===== config.mk =====
export PLATFORM = sky130hd
export DESIGN_NAME = tube_scan_driver
export DESIGN_NICKNAME = d
export VERILOG_FILES = /design/src/rtl/tube_scan_driver.sv
export SDC_FILE = /design/constraint.sdc
export NUM_CORES = 1
export LEC_CHECK = 0
export CAP_MARGIN = 40
export CORE_ASPECT_RATIO = 0.6
export CORE_MARGIN = 1
export CORE_UTILIZATION = 54
export CTS_CLUSTER_DIAMETER = 30
export DETAILED_ROUTE_END_ITERATION = 16
export HOLD_SLACK_MARGIN = 0.05
export PLACE_DENSITY = 0.8
export SLEW_MARGIN = 10
export SYNTH_ARGS = -nofsm -noshare
export SYNTH_HDL_FRONTEND = slang
export SYNTH_SLANG_ARGS = --single-unit

===== constraint.sdc =====
create_clock -name clk -period 3 [get_ports clk]
set_input_delay 0.9 -clock clk [delete_from_list [all_inputs] [get_ports clk]]
set_output_delay 0.9 -clock clk [all_outputs]
set_load 0.01 [all_outputs]

===== src/rtl/tube_scan_driver.sv =====
// Time-multiplexed 8-digit hex driver: two 4-digit groups share one select phase,
// with a frame-latched shadow of the display value so a scan never mixes two values.
module tube_scan_driver #(
   parameter int CLK_DIV   = 50000,
   parameter int BLANK_CYC = 500,
   parameter int BLANK_LZ  = 0
) (
   input  logic        clk,
   input  logic        reset,
   input  logic [31:0] value,
   input  logic        enable,
   output logic [6:0]  digital_tubes,
   output logic [6:0]  digital_tubes2,
   output logic [7:0]  digital_sel,
   output logic        frame_start
);

   localparam int CW = (CLK_DIV > 1) ? $clog2(CLK_DIV) : 1;

   function automatic logic [6:0] seg(input logic [3:0] n);
      logic [6:0] s;
      case (n)
         4'h0: s = 7'h3F;  4'h1: s = 7'h06;  4'h2: s = 7'h5B;  4'h3: s = 7'h4F;
         4'h4: s = 7'h66;  4'h5: s = 7'h6D;  4'h6: s = 7'h7D;  4'h7: s = 7'h07;
         4'h8: s = 7'h7F;  4'h9: s = 7'h6F;  4'hA: s = 7'h77;  4'hB: s = 7'h7C;
         4'hC: s = 7'h39;  4'hD: s = 7'h5E;  4'hE: s = 7'h79;  default: s = 7'h71;
      endcase
      return s;
   endfunction

   logic [CW-1:0] div_cnt_q;
   logic [1:0]    slot_q;
   logic [31:0]   shadow_q;
   logic          first_q;

   logic       wrap;
   logic       sel_on;
   logic [3:0] lo_nib, hi_nib;
   logic [3:0] one_hot;
   logic       lo_show, hi_show;
   logic [6:0] lo_seg_d, hi_seg_d;

   always_comb begin
      wrap     = (int'(div_cnt_q) == CLK_DIV - 1);
      sel_on   = (int'(div_cnt_q) >= BLANK_CYC);
      lo_nib   = shadow_q[{slot_q, 2'b00} +: 4];
      hi_nib   = shadow_q[{1'b1, slot_q, 2'b00} +: 4];
      one_hot  = 4'b0001 << slot_q;
      // A digit is a leading zero when it and every digit above it are zero.
      lo_show  = (slot_q == 2'd0) || (|(shadow_q >> {slot_q, 2'b00}));
      hi_show  = |(shadow_q >> {1'b1, slot_q, 2'b00});
      lo_seg_d = ((BLANK_LZ != 0) && !lo_show) ? 7'h00 : seg(lo_nib);
      hi_seg_d = ((BLANK_LZ != 0) && !hi_show) ? 7'h00 : seg(hi_nib);
   end

   always_ff @(posedge clk or posedge reset) begin
      if (reset) begin
         div_cnt_q      <= '0;
         slot_q         <= 2'd0;
         shadow_q       <= 32'h0;
         first_q        <= 1'b1;
         digital_tubes  <= 7'h00;
         digital_tubes2 <= 7'h00;
         digital_sel    <= 8'h00;
         frame_start    <= 1'b0;
      end else if (enable) begin
         frame_start <= 1'b0;
         if (first_q) begin
            // First enabled cycle after reset loads the shadow; counters already sit at slot 0.
            first_q        <= 1'b0;
            shadow_q       <= value;
            frame_start    <= 1'b1;
            digital_tubes  <= 7'h00;
            digital_tubes2 <= 7'h00;
            digital_sel    <= 8'h00;
         end else begin
            digital_tubes  <= lo_seg_d;
            digital_tubes2 <= hi_seg_d;
            digital_sel    <= sel_on ? {one_hot, one_hot} : 8'h00;
            if (wrap) begin
               div_cnt_q <= '0;
               slot_q    <= slot_q + 2'd1;
               if (slot_q == 2'd3) begin
                  shadow_q    <= value;
                  frame_start <= 1'b1;
               end
            end else begin
               div_cnt_q <= div_cnt_q + 1'b1;
            end
         end
      end else begin
         digital_tubes  <= 7'h00;
         digital_tubes2 <= 7'h00;
         digital_sel    <= 8'h00;
         frame_start    <= 1'b0;
      end
   end

endmodule


[Yosys cells after proc, flatten, opt, wreduce, memory -nomap -nowiden]
Memory sizes are Yosys's and may differ from the RTL's.
Index checks and enable logic that the tools add are counted.
Operators by class
  $add $sub $neg: 2
  $lt $le $gt $ge: 1
  equality and inequality tests: 2
  shift operators: 3
  multiplexer cells: 15
  bitwise gates (word level): 1
  reduce and logical (&&, ||, !) cells: 5
Operator list (count)
  2-to-1 mux 32 bit: 3
  variable part select 32 x 5 -> 4 bit: 1
  variable part select 32 x 6 -> 4 bit: 1
  2-to-1 mux 7 bit: 4
  2-to-1 mux 8 bit: 3
  adder 16 x 1 -> 16 bit, second input constant: 1
  == test 16 x 15 -> 1 bit, second input constant: 1
  >= comparator 16 x 9 -> 1 bit, second input constant: 1
  2-to-1 mux 16 bit: 1
  AND reduction 3 bit: 2
  2-to-1 mux 1 bit: 4
  nonzero test 2 bit: 2
  << shifter 1 x 2 -> 4 bit, first input constant: 1
  adder 2 x 1 -> 2 bit, second input constant: 1
  == test 2 bit, second input constant: 1
  AND reduction 2 bit: 1
  inverter 1 bit: 1
Storage, ports and cells
  bits in registers: 74
  bits in read-only memories: 224
  bits of input ports: 35
  word-level logic and storage cells: 39
  memories: 2
Memory list
  (no name shown): words 16, width 7, rd ports 1, clocked after Yosys merged registers in 0, wr ports 0, RTL line 22  | case (n)
  (no name shown): words 16, width 7, rd ports 1, clocked after Yosys merged registers in 0, wr ports 0, RTL line 22

[Longest topological paths before layout]
Gate-level depths: netlist (run 1).
  word-level depth: 5
  gate-level depth with buffers: 8

[Worst setup path after synthesis (run 1)]
Ideal clock, no wire load.
  kind: reg-to-reg
  start: register div_cnt_q[10]
  end: register slot_q[1]
  library setup time: 0.125 ns
  arrival time: 2.192 ns
  required time: 2.875 ns
  path slack: 0.683 ns
  stages on the path, launching flop included: 6
  path buffers: 1
  period minus slack after synthesis: 2.317 ns
  path through: dfrtp_1 > or4_1 > or4_1 > buf_6 > nor2_1 > mux2_2
On the way
  longest elaborated chain between the ends: 2
RTL lines
  start: declaration: RTL line 31  | logic [CW-1:0] div_cnt_q;
  start signal: assignment: RTL line 88  | div_cnt_q <= div_cnt_q + 1'b1;
  == test 16 x 15 -> 1 bit: RTL line 44  | wrap = (int'(div_cnt_q) == CLK_DIV - 1);
  AND reduction 3 bit (no line)
  end signal: assignment: RTL line 82  | slot_q <= slot_q + 2'd1;
  end: declaration: RTL line 32  | logic [1:0] slot_q;
Every way passes these cells.
A chain may end at the register's enable or synchronous reset.

[Worst setup path in the final report (run 1)]
  start: register div_cnt_q[10]
  end: register shadow_q[13]
On the way
  longest elaborated chain between the ends: 3
RTL lines
  == test 16 x 15 -> 1 bit: RTL line 44
  nonzero test 2 bit (no line)
  AND reduction 3 bit (no line)
  end signal: assignment: RTL line 71  | shadow_q <= value;
  end signal: assignment: RTL line 84  | shadow_q <= value;
  end: declaration: RTL line 33  | logic [31:0] shadow_q;
Every way passes these cells.

==> results of run 1 <==
[metal layers]
layer  wire [um]  global-route usage, %  up-vias
met5           0                      0        -
met4          53                   8.11        0
met3         586                   8.67        6
met2        3710                   39.9      107
met1        3900                   37.5     1414
li1            -                      -     1349
[cells by family after synthesis]
family,synth area share [%]
muxes,6.58
and+or+nand+nor,16.6
buffers and inverters,6.45
adders and majority gates,6.14
DFF,47.8
xor gates and xnor gates,3.10
AOI/OAI and AO/OA,13.3
[critical path: cells and delay by family, from the launching register on]
family,cells,cell delay (ns)
compound gates,1,0.16
buf+inv,1,0.35
flops,1,0.41
simple gates,3,1.48
[final timing paths]
| kind | end | slack (ns) | depth (start not counted) |
|---|---|---|---|
| min in group asynchronous | digital_sel[5] | 0.97 | 3 |
| max in group asynchronous | first_q | 1.72 | 3 |
| setup reg to reg | shadow_q[13] | 0.45 | 5 |
| setup / recovery | shadow_q[13] | 0.45 | 5 |
| hold / removal | div_cnt_q[13] | 0.49 | 1 |
| hold reg to reg | div_cnt_q[13] | 0.49 | 1 |
[cell usage in the layout, fill, tap and decap left out, drive strengths merged, types with 2 or more instances in the layout]
cell type / instances
clkdlybuf4s50: 57
xnor2: 8
or2: 2
clkbuf: 13
nand2: 76
o31ai: 4
a21oi: 7
o2111ai: 2
inv: 20
nor3: 3
nor2: 17
nand3b: 2
and2: 2
o22ai: 32
ha: 18
o221a: 4
buf: 9
nand4: 4
o21ai: 9
or4: 3
a211oi: 2
and3: 3
or3b: 2
nor2b: 2
a221oi: 2
dfrtp: 69
nand3: 8
xor2: 5
nand2b: 3
mux4: 8
mux2i: 5
[cell type report]
| cell class | count | area share, % |
|---|---|---|
| multi-input combinational | 244 | 36.7 |
| inverter | 20 | 1.64 |
| clock inverter | 3 | 0.929 |
| tap | 84 | 2.30 |
| timing repair buffer | 66 | 14.2 |
| clock buffer | 13 | 5.90 |
| sequential | 70 | 38.3 |
[registers in the layout (all words and copies together) (netlist names)]
| signal | count |
|---|---|
| div_cnt_q | 16 |
| digital_sel | 4 |
| digital_tubes | 7 |
| frame_start | 1 |
| first_q | 1 |
| slot_q | 2 |
| shadow_q | 32 |
| digital_tubes2 | 7 |
[through the flow]
step | cell area, um^2 | worst slack, ns | std cells | util, %
2_1_floorplan | 3670 | 0.333 | 361 | -
3_3_place_gp | 4260 | 0.466 | 484 | 67.4
6_report | 4580 | 0.447 | 500 | 72.3
5_1_grt | 4580 | 0.305 | 500 | 72.3
3_5_place_dp | 4260 | 0.398 | 484 | 67.4
4_1_cts | 4580 | 0.454 | 500 | 72.3
[cells in the mapped netlist (all sizes together) (3+ instances only)]
library cell  number
xor2               5
nand3              8
o22ai             32
and3               3
dfrtp             69
nor2              17
nand4              4
mux4               8
clkbuf            14
a21oi              7
nand2b             3
buf               13
o21ai              9
mux2i              5
nand2             76
inv               20
ha                18
o31ai              4
o221a              4
or4                3
nor3               3
xnor2              8
[power by group]
group          switching (mW)  total, mW  leakage (nW)  internal (mW)
Sequential             0.0693       1.09         0.902           1.02
Clock                   0.390       1.10         0.152          0.710
Combinational           0.178      0.362         0.983          0.183
==> results.sh, run 1 <==
export IMPL_status="complete, no violations"
export IMPL_r2r_start="div_cnt_q[10]"
export IMPL_cp_cell_sequence="or4_1, or4_1, nor2_2, buf_4, o22ai_1"
export IMPL_leakage_power_nw=2.04
export IMPL_async_flop_share_pct=100
export IMPL_finalSetupTns_ns=0
export IMPL_synthesized_instance_count=361
export IMPL_globalplace_congestion=0.815
export IMPL_clk_pin_slew_ns=0.06
export IMPL_core_area_mm2=0.00633
export IMPL_slowest_library_cell_on_the_worst_path="or4_1"
export IMPL_post_synth_main_area_contributors="dfrtp_1 (47%), nand2_1 (7.8%), ha_1 (6.1%)"
export IMPL_syn_cell_area_mm2=0.00367
export IMPL_iter_0_drt_violations=228
export IMPL_design_portCount=58
export IMPL_initial_utilization_pct=57.9
export IMPL_die_y_um=65.8
export IMPL_cts_max_level=3
export IMPL_worst_slew_margin_rel_pct=55.2
export IMPL_wl_per_cell_um=16.5
export IMPL_worstPathArrival_ns=2.75
export IMPL_holdBufCountCts=0
export IMPL_max_cap_viol_count=0
export IMPL_rows=22
export IMPL_tritoncts="yes"
export IMPL_final_nets=464
export IMPL_die_area_mm2=0.00714
export IMPL_design_power_total_mw=2.55
export IMPL_min_tclk_post_route_ns=2.55
export IMPL_post_cts_setup_buffers=0
export IMPL_synth_net_count=414
export IMPL_synthDominantAreaCellType="dfrtp_1"
export IMPL_grt_total_usage_pct=26.8
export IMPL_yosysUniqueCellTypes=46
export IMPL_setup_viol=0
export IMPL_sequential_cell_area_fraction_in_the_yosys_report_pct=47.8
export IMPL_rsz0062_at_grt="false"
export IMPL_timing_final_crit_share_pct=85.1
export IMPL_critPathCaptureType="flip-flop"
export IMPL_vias_per_cell=5.75
export IMPL_slew_at_the_pin_closest_to_its_max_slew_limit_ns=0.664
export IMPL_criticalPathCategory="reg2reg"
export IMPL_dp_hpwl_mm=5.41
export IMPL_worstHoldStart="div_cnt_q[13]"
export IMPL_final_antenna_net_count=0
export IMPL_path_max_fanout=32
export IMPL_synth_top_flop_cell="dfrtp_1"
export IMPL_max_stage_delay_ns=0.75
export IMPL_synth_edf_count=0
export IMPL_drt_drc_violations_left=0
export IMPL_pwrdens_mw_per_mm2=558
export IMPL_port_buffer_count=57
export IMPL_grt_antenna_before_repair=0
export IMPL_root_buffer="clkbuf_16"
export IMPL_ctsResizeCount=0
export IMPL_die_w_um=108
export IMPL_synth_seq_cells=70
export IMPL_crit_path_start="div_cnt_q[10]"
export IMPL_irDropWorstVdd_uv=320
export IMPL_detailedRoute_firstPassIterationCount=5
export IMPL_cts_sinks=70
export IMPL_grt_max_degree=71
export IMPL_achievable_frequency_mhz=392
export IMPL_hp_class="reg2reg"
export IMPL_grt_first_pass_wirelength_mm=14.0
export IMPL_cts_max_path_buffers=2
export IMPL_data_required_time_of_the_worst_path_ns=3.20
export IMPL_fin_max_slew_vios=0
export IMPL_timing_clock_skew_ns=0.00965
export IMPL_num_vias=2876
export IMPL_clock_latency_ns=0.34
export IMPL_setup_worst_path_start_class="flip-flop"
export IMPL_post_route_cells_drive_above_1_share_pct=12.7
export IMPL_number_of_global_route_vias_before_repair=2819
export IMPL_drt_wl_total_mm=8.26
export IMPL_overflow=0
export IMPL_cts_buffers=9
export IMPL_cp_common_cell="or4_1"
export IMPL_synth_area_per_cell_um2=10.2
export IMPL_report_final_hold_viol_count=0
export IMPL_syn_to_final_growth_pct=24.8
export IMPL_whs_ns=0.486
export IMPL_netlist_area_leader_share_pct=47.1
export IMPL_antennaDiodeCount=0
export IMPL_fillers=486
export IMPL_ys_warn_count=0
export IMPL_multi_input_area_mm2=0.00168
export IMPL_register_area_mm2=0.00175
Note: power is estimated with default switching activity, not from simulation.
==> run 2, diff against run 1 <==
--- a/config.mk
+++ b/config.mk
@@ -6,13 +6,15 @@
 export NUM_CORES = 1
 export LEC_CHECK = 0
 export CAP_MARGIN = 40
+export CELL_PAD_IN_SITES_DETAIL_PLACEMENT = 1
+export CELL_PAD_IN_SITES_GLOBAL_PLACEMENT = 1
 export CORE_ASPECT_RATIO = 0.6
 export CORE_MARGIN = 1
-export CORE_UTILIZATION = 54
+export CORE_UTILIZATION = 42
 export CTS_CLUSTER_DIAMETER = 30
 export DETAILED_ROUTE_END_ITERATION = 16
 export HOLD_SLACK_MARGIN = 0.05
-export PLACE_DENSITY = 0.8
+export PLACE_DENSITY_LB_ADDON = 0.1
 export SLEW_MARGIN = 10
 export SYNTH_ARGS = -nofsm -noshare
 export SYNTH_HDL_FRONTEND = slang
==> results.sh, run 2 (synthesis gave the netlist of run 1 again) <==
export IMPL_status="complete, no violations"
export IMPL_rr_worst_depth=5
export IMPL_critPathCaptureType="flip-flop"
export IMPL_dp_worst_slack_ns=0.378
export IMPL_min_tclk_post_route_ns=2.61
export IMPL_setup_worst_path_start_class="flip-flop"
export IMPL_finalSetupTns_ns=0
export IMPL_clock_latency_ns=0.34
export IMPL_worst_hold_path_endpoint="div_cnt_q[13]"
export IMPL_root_buffer="clkbuf_16"
export IMPL_cts_max_path_buffers=2
export IMPL_r2r_setup_slack_ns=0.39
export IMPL_regMostFlops="shadow_q"
export IMPL_cts_max_level=3
export IMPL_rows=25
export IMPL_timing_final_crit_share_pct=86.9
export IMPL_worstPathArrival_ns=2.89
export IMPL_globalplace_congestion=0.791
export IMPL_antennaDiodeCount=0
export IMPL_number_of_global_route_vias_before_repair=2975
export IMPL_ctsResizeCount=0
export IMPL_drt_drc_violations_left=0
export IMPL_report_final_hold_viol_count=0
export IMPL_rsz0062_at_grt="false"
export IMPL_timing_clock_skew_ns=0.00531
export IMPL_holdBufCountCts=0
export IMPL_core_area_mm2=0.00816
export IMPL_iter_0_drt_violations=169
export IMPL_initial_utilization_pct=44.9
export IMPL_overflow=0
export IMPL_setup_ws_ns=0.392
export IMPL_design_power_total_mw=2.59
export IMPL_syn_to_final_growth_pct=26.6
export IMPL_die_area_mm2=0.00912
export IMPL_criticalPathCategory="reg2reg"
export IMPL_vias_per_cell=5.55
export IMPL_timing_rr_end="frame_start"
export IMPL_hp_class="reg2reg"
export IMPL_max_stage_delay_ns=0.77
export IMPL_largest_register_ffs=32
export IMPL_slew_at_the_pin_closest_to_its_max_slew_limit_ns=0.678
export IMPL_irDropWorstVdd_uv=378
export IMPL_layout_cells_most_common="nand2_1"
export IMPL_cts_buffers=9
export IMPL_clk_pin_slew_ns=0.06
export IMPL_leakage_power_nw=2.05
export IMPL_design_portCount=58
export IMPL_grt_antenna_before_repair=0
export IMPL_setup_viol=0
export IMPL_cp_cell_sequence="or4_1, or4_1, o21ba_1, buf_4, and2b_2"
export IMPL_cp_common_cell="or4_1"
export IMPL_num_vias=2928
export IMPL_post_cts_setup_buffers=0
export IMPL_grt_max_degree=34
export IMPL_grt_first_pass_wirelength_mm=15.4
export IMPL_r2r_start="div_cnt_q[10]"
export IMPL_path_max_fanout=33
export IMPL_slowest_library_cell_on_the_worst_path="or4_1"
export IMPL_cts_sinks=70
export IMPL_pwrdens_mw_per_mm2=558
export IMPL_reg_top3="shadow_q x32, div_cnt_q x16"
export IMPL_tritoncts="yes"
export IMPL_grt_total_usage_pct=23.2
export IMPL_dp_hpwl_mm=6.76
export IMPL_fin_max_slew_vios=0
export IMPL_wl_per_cell_um=18.0
export IMPL_final_nets=468
export IMPL_die_w_um=123
export IMPL_drt_wl_total_mm=9.48
export IMPL_max_cap_viol_count=0
export IMPL_most_common_layout_cells="nand2_1 (76), dfrtp_1 (69), clkdlybuf4s50_1 (57)"
export IMPL_post_route_cells_drive_above_1_share_pct=13.8
export IMPL_detailedRoute_firstPassIterationCount=5
export IMPL_hold_path_cell_count=1
export IMPL_fillers=896
export IMPL_data_required_time_of_the_worst_path_ns=3.28
export IMPL_final_antenna_net_count=0
export IMPL_worstHoldStart="div_cnt_q[13]"
export IMPL_port_buffer_count=57
export IMPL_die_y_um=74.4
export IMPL_achievable_frequency_mhz=383
export IMPL_worst_slew_margin_rel_pct=54.4
==> run 2: final cells by class <==
cell class,count,area [um^2],share of cell area (%)
inverters,20,75.1,1.62
multi-input cells,244,1680,36.2
repair buffers,70,681,14.7
clock inverters,4,53.8,1.16
well taps,108,135,2.91
flip-flops and latches,70,1750,37.7
clock buffers,12,267,5.74
==> run 2: power breakdown <==
part	switching (mW)	total (mW)	internal, mW	leakage, nW
Clock	0.404	1.12	0.712	0.151
Sequential	0.0807	1.10	1.02	0.902
Combinational	0.183	0.371	0.188	1.00
==> run 2: per-stage QoR <==
stage	hold slack (ns)	instance area (um^2)	util, %	instances
floorplan	0.447	3670	-	361
global placement	0.473	4320	53.0	512
detailed placement	0.482	4320	53.0	512
CTS	0.492	4640	56.9	528
global route	0.503	4640	56.9	528
finish	0.495	4640	56.9	528
==> run 2: how the worst max path moves through the flow <==
stage	startpoint	end	slack, ns	cells after the start
final	div_cnt_q[10]	frame_start	0.39	5
after global routing	div_cnt_q[10]	shadow_q[17]	0.27	5
after CTS	div_cnt_q[10]	frame_start	0.40	5
after detailed placement	enable	div_cnt_q[10]	0.38	5
after global placement	div_cnt_q[10]	frame_start	0.43	5
after floorplan	reset	digital_sel[3]	0.33	1
==> run 2: critical path: cells and delay by family, from the launching register on <==
| kind | cells | cell delay (ns) |
|---|---|---|
| AND/OR/NAND/NOR | 3 | 1.61 |
| buffers and inverters | 1 | 0.25 |
| AO/OA/AOI/OAI | 1 | 0.26 |
| flip-flops | 1 | 0.41 |
==> run 2: layer usage <==
layer  vias up  part of all wire, %  global-route usage (%)
met5         -                    0                       0
met4         0                  1.2                    6.50
met3        10                  6.7                    7.44
met2        99                   44                    34.4
met1      1463                   49                    32.8
li1       1356                    -                       -
==> run 3, diff against run 2 <==
--- a/config.mk
+++ b/config.mk
@@ -13,9 +13,9 @@
 export CORE_UTILIZATION = 42
 export CTS_CLUSTER_DIAMETER = 30
 export DETAILED_ROUTE_END_ITERATION = 16
-export HOLD_SLACK_MARGIN = 0.05
 export PLACE_DENSITY_LB_ADDON = 0.1
 export SLEW_MARGIN = 10
 export SYNTH_ARGS = -nofsm -noshare
 export SYNTH_HDL_FRONTEND = slang
 export SYNTH_SLANG_ARGS = --single-unit
+export TNS_END_PERCENT = 5
==> results of run 3 <==
No change in the layout: final DEF, timing and power equal those of run 2.
